$ cat config.mk
export PLATFORM = sky130hd
export DESIGN_NAME = mem_bus_sram_bridge
export DESIGN_NICKNAME = d
export VERILOG_FILES = /design/src/rtl/sram_bridge_pkg.sv /design/src/rtl/bus_req_slot.sv /design/src/rtl/mem_bus_sram_bridge.sv
export SDC_FILE = /design/constraint.sdc
export NUM_CORES = 1
export LEC_CHECK = 0
export BUFFER_PORTS_ARGS = -buffer_cell sky130_fd_sc_hd__buf_2
export CORE_MARGIN = 3
export CORE_UTILIZATION = 35
export CTS_CLUSTER_DIAMETER = 40
export DETAILED_ROUTE_END_ITERATION = 12
export PLACE_DENSITY = 0.63
export SYNTH_ARGS = -nofsm -noshare
export SYNTH_HDL_FRONTEND = slang
export SYNTH_SLANG_ARGS = --single-unit
$ cat constraint.sdc
create_clock -name clk -period 3.8 [get_ports clk]
set_clock_uncertainty 0.05 [all_clocks]
set_input_delay 0.76 -clock clk [delete_from_list [all_inputs] [get_ports clk]]
set_output_delay 0.76 -clock clk [all_outputs]
set_load 0.1 [all_outputs]
$ cat src/rtl/sram_bridge_pkg.sv
// Shared types and constants for the memory-bus to asynchronous SRAM bridge.
// The write-verify option is selected with SRAM_BRIDGE_WRVERIFY_EN.
package sram_bridge_pkg;

    localparam int BUS_AW  = 16;
    localparam int SRAM_AW = 18;
    localparam int DW      = 16;

    typedef enum logic [2:0] {
        st_idle     = 3'd0,
        st_read     = 3'd1,
        st_wr_setup = 3'd2,
        st_wr_pulse = 3'd3,
        st_wr_hold  = 3'd4,
        st_verify   = 3'd5
    } state_e;

    typedef struct packed {
        logic [BUS_AW-1:0] addr;
        logic [DW-1:0]     wdata;
        logic              is_wr;
    } bus_req_t;

    function automatic int max_int(input int a, input int b);
        return (a > b) ? a : b;
    endfunction

endpackage

$ cat src/rtl/bus_req_slot.sv
// One-entry holding register for a bus request that arrives while an access
// is in flight; a request arriving while the entry is full is dropped.
module bus_req_slot
    import sram_bridge_pkg::*;
(
    input  logic     clk,
    input  logic     rst,
    input  logic     load,
    input  logic     take,
    input  bus_req_t req_in,
    output bus_req_t req_out,
    output logic     valid,
    output logic     overrun
);

    // slot occupancy, stored request and sticky drop flag
    always_ff @(posedge clk) begin
        if (rst) begin
            valid   <= 1'b0;
            req_out <= '0;
            overrun <= 1'b0;
        end else if (load && (take || !valid)) begin
            // a take in the same cycle frees the entry for the new request
            valid   <= 1'b1;
            req_out <= req_in;
        end else if (take) begin
            valid   <= 1'b0;
        end else if (load) begin
            overrun <= 1'b1;
        end else begin
            valid   <= valid;
        end
    end

endmodule

$ cat src/rtl/mem_bus_sram_bridge.sv
// Runs single-cycle bus requests against an asynchronous 16-bit SRAM.
// Define SRAM_BRIDGE_WRVERIFY_EN to add a read-back check after every write.
module mem_bus_sram_bridge
    import sram_bridge_pkg::*;
#(
    parameter int RD_WAIT = 2,
    parameter int WR_WAIT = 2
) (
    input  logic               clk,
    input  logic               rst,
    input  logic [BUS_AW-1:0]  bus_addr,
    input  logic [DW-1:0]      bus_wdata,
    input  logic               bus_is_wr,
    input  logic               bus_mem_en,
    output logic [DW-1:0]      bus_rdata,
    output logic               bus_rd_valid,
    output logic               bus_wr_done,
    output logic               bus_busy,
    output logic               bus_overrun,
    output logic               verify_err,
    output logic [SRAM_AW-1:0] sram_addr,
    output logic [DW-1:0]      sram_dq_o,
    input  logic [DW-1:0]      sram_dq_i,
    output logic               sram_dq_oe,
    output logic               sram_ce_n,
    output logic               sram_oe_n,
    output logic               sram_we_n,
    output logic               sram_ub_n,
    output logic               sram_lb_n
);

    localparam int CW = $clog2(max_int(RD_WAIT, WR_WAIT)) + 1;
    localparam logic [CW-1:0] RD_LOAD  = CW'(RD_WAIT - 1);
    localparam logic [CW-1:0] WR_LOAD  = CW'(WR_WAIT - 1);
    localparam logic [CW-1:0] CNT_ZERO = CW'(0);
    localparam logic [CW-1:0] CNT_ONE  = CW'(1);

    state_e      state_r, state_nxt_s;
    logic [CW-1:0] cnt_r, cnt_nxt_s;
    bus_req_t    cur_r, cur_nxt_s;
    bus_req_t    bus_req_s, slot_req_s, launch_req_s;
    logic        slot_valid_s, slot_load_s, slot_take_s, slot_valid_nxt_s;
    logic        rd_capture_s, wr_finish_s;
    logic        ce_n_nxt_s, oe_n_nxt_s, we_n_nxt_s, dq_oe_nxt_s;
`ifdef SRAM_BRIDGE_WRVERIFY_EN
    logic        verify_chk_s;
`endif

    assign bus_req_s        = '{addr: bus_addr, wdata: bus_wdata, is_wr: bus_is_wr};
    assign slot_take_s      = (state_r == st_idle) && slot_valid_s;
    assign slot_load_s      = bus_mem_en && ((state_r != st_idle) || slot_valid_s);
    assign slot_valid_nxt_s = slot_load_s || (slot_valid_s && !slot_take_s);
    // a waiting request always has priority over the one on the bus
    assign launch_req_s     = slot_valid_s ? slot_req_s : bus_req_s;

    bus_req_slot u_slot (
        .clk     (clk),
        .rst     (rst),
        .load    (slot_load_s),
        .take    (slot_take_s),
        .req_in  (bus_req_s),
        .req_out (slot_req_s),
        .valid   (slot_valid_s),
        .overrun (bus_overrun)
    );

    // access sequencing: next state, wait counter and completion events
    always_comb begin
        state_nxt_s  = state_r;
        cnt_nxt_s    = cnt_r;
        cur_nxt_s    = cur_r;
        rd_capture_s = 1'b0;
        wr_finish_s  = 1'b0;
`ifdef SRAM_BRIDGE_WRVERIFY_EN
        verify_chk_s = 1'b0;
`endif
        case (state_r)
            st_idle: begin
                if (slot_valid_s || bus_mem_en) begin
                    cur_nxt_s = launch_req_s;
                    if (launch_req_s.is_wr) begin
                        state_nxt_s = st_wr_setup;
                        cnt_nxt_s   = WR_LOAD;
                    end else begin
                        state_nxt_s = st_read;
                        cnt_nxt_s   = RD_LOAD;
                    end
                end else begin
                    state_nxt_s = st_idle;
                end
            end
            st_read: begin
                if (cnt_r == CNT_ZERO) begin
                    state_nxt_s  = st_idle;
                    rd_capture_s = 1'b1;
                end else begin
                    cnt_nxt_s = cnt_r - CNT_ONE;
                end
            end
            st_wr_setup: begin
                state_nxt_s = st_wr_pulse;
            end
            st_wr_pulse: begin
                if (cnt_r == CNT_ZERO) begin
                    state_nxt_s = st_wr_hold;
                end else begin
                    cnt_nxt_s = cnt_r - CNT_ONE;
                end
            end
            st_wr_hold: begin
`ifdef SRAM_BRIDGE_WRVERIFY_EN
                state_nxt_s = st_verify;
                cnt_nxt_s   = RD_LOAD;
`else
                state_nxt_s = st_idle;
                wr_finish_s = 1'b1;
`endif
            end
`ifdef SRAM_BRIDGE_WRVERIFY_EN
            st_verify: begin
                if (cnt_r == CNT_ZERO) begin
                    state_nxt_s  = st_idle;
                    wr_finish_s  = 1'b1;
                    verify_chk_s = 1'b1;
                end else begin
                    cnt_nxt_s = cnt_r - CNT_ONE;
                end
            end
`endif
            default: begin
                state_nxt_s = st_idle;
            end
        endcase
    end

    // strobe levels for the state being entered, so the pins are registered
    always_comb begin
        ce_n_nxt_s  = 1'b1;
        oe_n_nxt_s  = 1'b1;
        we_n_nxt_s  = 1'b1;
        dq_oe_nxt_s = 1'b0;
        case (state_nxt_s)
            st_read, st_verify: begin
                ce_n_nxt_s = 1'b0;
                oe_n_nxt_s = 1'b0;
            end
            st_wr_setup, st_wr_hold: begin
                ce_n_nxt_s  = 1'b0;
                dq_oe_nxt_s = 1'b1;
            end
            st_wr_pulse: begin
                ce_n_nxt_s  = 1'b0;
                we_n_nxt_s  = 1'b0;
                dq_oe_nxt_s = 1'b1;
            end
            default: begin
                ce_n_nxt_s = 1'b1;
            end
        endcase
    end

    // state, SRAM pins and bus-side handshakes
    always_ff @(posedge clk) begin
        if (rst) begin
            state_r      <= st_idle;
            cnt_r        <= CNT_ZERO;
            cur_r        <= '0;
            sram_ce_n    <= 1'b1;
            sram_oe_n    <= 1'b1;
            sram_we_n    <= 1'b1;
            sram_ub_n    <= 1'b1;
            sram_lb_n    <= 1'b1;
            sram_dq_oe   <= 1'b0;
            sram_addr    <= '0;
            sram_dq_o    <= '0;
            bus_rdata    <= '0;
            bus_rd_valid <= 1'b0;
            bus_wr_done  <= 1'b0;
            bus_busy     <= 1'b0;
        end else begin
            state_r      <= state_nxt_s;
            cnt_r        <= cnt_nxt_s;
            cur_r        <= cur_nxt_s;
            sram_ce_n    <= ce_n_nxt_s;
            sram_oe_n    <= oe_n_nxt_s;
            sram_we_n    <= we_n_nxt_s;
            sram_ub_n    <= ce_n_nxt_s;
            sram_lb_n    <= ce_n_nxt_s;
            sram_dq_oe   <= dq_oe_nxt_s;
            sram_addr    <= {{(SRAM_AW-BUS_AW){1'b0}}, cur_nxt_s.addr};
            sram_dq_o    <= cur_nxt_s.wdata;
            bus_rd_valid <= rd_capture_s;
            bus_wr_done  <= wr_finish_s;
            bus_busy     <= (state_nxt_s != st_idle) || slot_valid_nxt_s;
            if (rd_capture_s) begin
                bus_rdata <= sram_dq_i;
            end else begin
                bus_rdata <= bus_rdata;
            end
        end
    end

`ifdef SRAM_BRIDGE_WRVERIFY_EN
    // sticky flag for a read-back that differs from the data just written
    always_ff @(posedge clk) begin
        if (rst) begin
            verify_err <= 1'b0;
        end else if (verify_chk_s && (sram_dq_i != cur_r.wdata)) begin
            verify_err <= 1'b1;
        end else begin
            verify_err <= verify_err;
        end
    end
`else
    assign verify_err = 1'b0;
`endif

endmodule

; After elaboration in Yosys (flattened, before gate mapping)
; Index checks and enable logic that the tools add are counted.
[word_totals]
register_bits = 98
in_bits = 52
[op_classes]
add_sub_neg = 1
eq_ne = 11
n_mux = 20
n_bitwise = 2
reduce_logical = 24
[op_table]
columns = operator, n
row1 = $mux 33, 3
row2 = $eq 3x2->1 const B, 4
row3 = $pmux 3 s4, 1
row4 = $eq 3x3->1 const B, 3
row5 = $mux 1, 9
row6 = $mux 3, 3
row7 = $eq 3x1->1 const B, 2
row8 = $mux 2, 3
row9 = $reduce_and 3->1, 2
row10 = $reduce_bool 3->1, 2
row11 = $logic_or 1x1->1, 5
row12 = $reduce_or 5->1, 1
row13 = $logic_and 1x1->1, 4
row14 = $pmux 2 s2, 1
row15 = $reduce_bool 2->1, 2
row16 = $reduce_or 2->1, 2
row17 = $logic_not 3->1, 1
row18 = $reduce_or 3->1, 1
row19 = $logic_not 1->1, 2
row20 = $logic_not 2->1, 1
row21 = $ne 2x1->1 const B, 1
row22 = $ne 2x2->1 const B, 1
row23 = $not 1->1, 2
row24 = $reduce_and 2->1, 1
row25 = $sub 2x1->2 const B, 1

; Depth between registers and ports, before layout
[logic_depth]
depth_word = 7
ltp_mapped = 7

; By module
; A second synthesis with hierarchy kept.
[unflattened]
cells_unflattened = 428
hier_area_um2 = 4391.7
[modules_own_cells]
columns = module, n_inst, cells_per_inst, area_each_um2, seq_area_each_um2
row1 = mem_bus_sram_bridge, 1, 277, 2810.2, 1201.2
row2 = bus_req_slot, 1, 151, 1581.5, 700.7

; Worst setup path before layout
; OpenSTA, ideal clock, no wires.
[synth_timing]
path_kind = register to output
startpoint = reg sram_lb_n
endpoint = out sram_lb_n
arrival_time_ns = 1.374
path_slack_ns = 1.616
stages_incl_launch_ff = 2
path_buffers = 1
path_cell_list = dfxtp_1 buf_4
[synth_lines]
columns = element, line_no
row1 = start: declaration, mem_bus_sram_bridge.sv:29  ; output logic sram_lb_n
row2 = start signal: assignment, mem_bus_sram_bridge.sv:188  ; sram_lb_n <= ce_n_nxt_s;
; No word-level cell between the ends.

; Final worst setup path
[layout_timing]
startpoint = reg u_slot.valid
endpoint = reg u_slot.req_out[24] (netlist bit)
[layout_between]
elab_chain_cells = 3
word_cells_on_any_way = 6
classes_between = 6 x reduce/logical
[layout_lines]
columns = element, line_no
row1 = start: declaration, bus_req_slot.sv:12  ; output logic valid,
row2 = start signal: assignment, bus_req_slot.sv:31  ; valid <= valid;
row3 = "$logic_or 1x1->1, or another cell as far along", mem_bus_sram_bridge.sv:51  ; assign slot_load_s = bus_mem_en && ((state_r != st_idle) || slot_valid_s);
row4 = $logic_and 1x1->1 / $logic_or 1x1->1 (equally long branches), "mem_bus_sram_bridge.sv:51, bus_req_slot.sv:22"
row5 = $logic_and 1x1->1 (*), bus_req_slot.sv:22  ; end else if (load && (take || !valid)) begin
row6 = end signal: assignment, bus_req_slot.sv:25  ; req_out <= req_in;
row7 = end: declaration, bus_req_slot.sv:11  ; output bus_req_t req_out,
; Every way passes the cells marked *; elsewhere a longest branch is shown, timed or not.
; A chain may end at the register's enable or synchronous reset.

==> results_dict.tcl <==
set metrics [dict create \
    gp_routability_congestion 0.756 \
    arrival_ns 2.67 \
    synth-xor-area-share_pct 0 \
    yosys_register_bits 95 \
    worst_slew_pin_slew_ns 1.22 \
    setup_violations 0 \
    die_w_um 118 \
    start_util_pct 36.1 \
    syn_to_final_growth_pct 18.7 \
    clockBufferDepth 2 \
    io_pins 113 \
    p_leak_nw 2.03 \
    layout-drive-gt1-share_pct 32.4 \
    maxSlewHeadroom_pct 18.8 \
    post_cts_buffers 0 \
    final_common_cell "buf_2" \
    required_ns 4.02 \
    grt.total_usage_pct 14.7 \
    grt_pass1_vias 3425 \
    final.period_utilization_pct 64.3 \
    fp.coreArea_um2 12200 \
    synth_ff_type "dfxtp_1" \
    synthArstFlopShare_pct 0 \
    overflow 0 \
    synth_cells 430 \
    max_cap_violations 0 \
    max_freq_mhz 409 \
    cts_inserted_buffers 9 \
    placed_cells 670 \
    synth_fa_ha_area_share_pct 0.285 \
    yosys-top-cells-area "dfxtp_1 43%, mux2i_1 15%, nand2b_1 9.5%" \
    start_kind "register" \
    drt_pass1_iterations 4 \
    grt_max_degree 95 \
    clkLatencyLatePin_ns 0.35 \
    cts_tree "done" \
    p_per_area_nw_per_um2 676 \
    antenna_found_initial 0 \
    syn_avg_cell_area_um2 10.2 \
    synth_top_family_by_area "simple AND/OR/NAND/NOR gates" \
    hold_viol 0 \
    num-nets-final 566 \
    synthDistinctLibCells 41 \
    via_count 3293 \
    fin_crit_ns 2.44 \
    io_buffers 109 \
    synth_warnings 0 \
    rsz0062_at_grt "false" \
    yosysTopAreaCellShare_pct 43.3 \
    cts-root-buf "clkbuf_16" \
    fin_setup_tns_ns 0 \
    syn-cell-area_um2 4390 \
    grt_pass1_wl_mm 16.7 \
    whs_ns 0.404 \
    synth_compound_area_share_pct 16.5 \
    mostFrequentLayoutCells "108 x buf_2, 94 x dfxtp_1, 67 x nand2b_1" \
    path_class "reg -> reg" \
    die-area_um2 13900 \
    yosysTopAreaCell "dfxtp_1" \
    synth_edf_count 0 \
    vdd_drop_max_uv 309 \
    cp_max_fo 33 \
    end_kind "register" \
    instances_no_fill 686 \
    cts_resized 0 \
    clk_pin_slew_ns 0.07 \
    synth_mux_area_share_pct 15.1 \
    detail-route-antenna-nets 0 \
    std_cell_rows 40 \
    holdBufCountCts 0 \
    dieHeight_um 118 \
    post_drt_wl_per_cell_um 14.5 \
    hp-class "reg -> reg" \
    yosys.area_share.simple_pct 17.1 \
    drt_wl_total_mm 9.97 \
    yosysSeqAreaShare_pct 43.3 \
    finalMaxSlewViolations 0 \
    drt_iter0_drc 123 \
    hpwlAfterDp_mm 6.34 \
    tritoncts_num_sinks 95 \
    cts.htree.levels 3 \
    drc 0 \
    post_drt_via_cell_ratio 4.80 \
    antennaDiodeCount 0 \
    outcome "complete, no violations" \
]
Yosys cell counts, types with 2 or more instances:
master / n
buf_6: 9
inv_1: 4
a211oi_2: 29
dfxtp_1: 95
nor2_1: 2
clkbuf_1: 13
o31a_1: 2
buf_4: 6
nand2b_1: 67
nor3_1: 2
a21oi_1: 50
nand2_1: 35
nor3b_1: 4
buf_12: 3
a211oi_1: 5
mux2i_1: 65
buf_2: 11
or2_2: 2
o31ai_1: 2
a211o_1: 2
nor4bb_1: 2
layout make-up:
cell class,count,area (um2)
Clock buffer,10,229
Clock inverter,6,92.6
Fill cell,1200,6950
Inverter,4,15.0
Multi-Input combinational cell,289,2170
Sequential cell,95,1900
Tap cell,168,210
Timing Repair Buffer,114,586
metal layers:
metal  global-route usage (%)  wire, um  up-vias
li1                         -         -     1646
met1                     18.0      4690     1556
met2                     24.4      4610       81
met3                     4.76       535       10
met4                     4.91       128        0
met5                        0         0        -
through the flow:
stage	setup slack (ns)	util, %	instance area [um2]	power (mW)
3_3_place_gp	1.37	40.2	4890	2.55
3_5_place_dp	1.33	40.2	4890	2.57
5_1_grt	1.20	42.8	5210	3.68
6_report	1.36	42.8	5210	3.52
2_1_floorplan	1.62	-	4400	2.40
4_1_cts	1.32	42.8	5210	3.56
report_power, final:
part | leakage, nW | internal (mW) | switching (mW)
Sequential | 0.780 | 1.13 | 0.0897
Combinational | 1.10 | 0.295 | 1.02
Clock | 0.150 | 0.582 | 0.400
Total | 2.03 | 2.01 | 1.51
cells by family (layout without fill, tap and decap cells):
kind of cell / count (synthesis) / count (layout)
buffers and inverters: 48 / 134
flip-flops: 95 / 95
AO/OA/AOI/OAI: 93 / 93
other: 1 / 3
adder cells (fa/ha/maj): 1 / 1
multiplexers: 66 / 66
AND/OR/NAND/NOR: 126 / 126
worst max-delay path, cell delays in order, from the launching register on:
cell and delay [ns]:
dfxtp_2 0.68, buf_4 0.49, nor4_4 0.11, nor3b_4 0.20, buf_4 0.54, mux2i_1 0.26
final timing paths:
| check | startpoint | end | slack, ns | cells after the start |
|---|---|---|---|---|
| worst min register to register | bus_rdata[2]$_SDFFE_PP0P_ | bus_rdata[2]$_SDFFE_PP0P_ | 0.40 | 2 |
| worst min-delay path | bus_rdata[2]$_SDFFE_PP0P_ | bus_rdata[2]$_SDFFE_PP0P_ | 0.40 | 2 |
| worst max-delay path | u_slot.valid$_SDFFE_PP0P_ | u_slot.req_out[24]$_SDFFE_PP0P_ | 1.36 | 5 |
| worst max register to register | u_slot.valid$_SDFFE_PP0P_ | u_slot.req_out[24]$_SDFFE_PP0P_ | 1.36 | 5 |
state kept, by name (all words and copies together) (netlist names):
| signal | count |
|---|---|
| u_slot.req_out | 33 |
| cur_r | 32 |
| bus_rdata | 16 |
| state_r | 3 |
| cnt_r | 2 |
| bus_busy | 1 |
| bus_rd_valid | 1 |
| bus_wr_done | 1 |
| sram_dq_oe | 1 |
| sram_lb_n | 1 |
| sram_oe_n | 1 |
| sram_we_n | 1 |
| u_slot.overrun | 1 |
| u_slot.valid | 1 |
No activity file was read; power rests on OpenSTA's default activity.
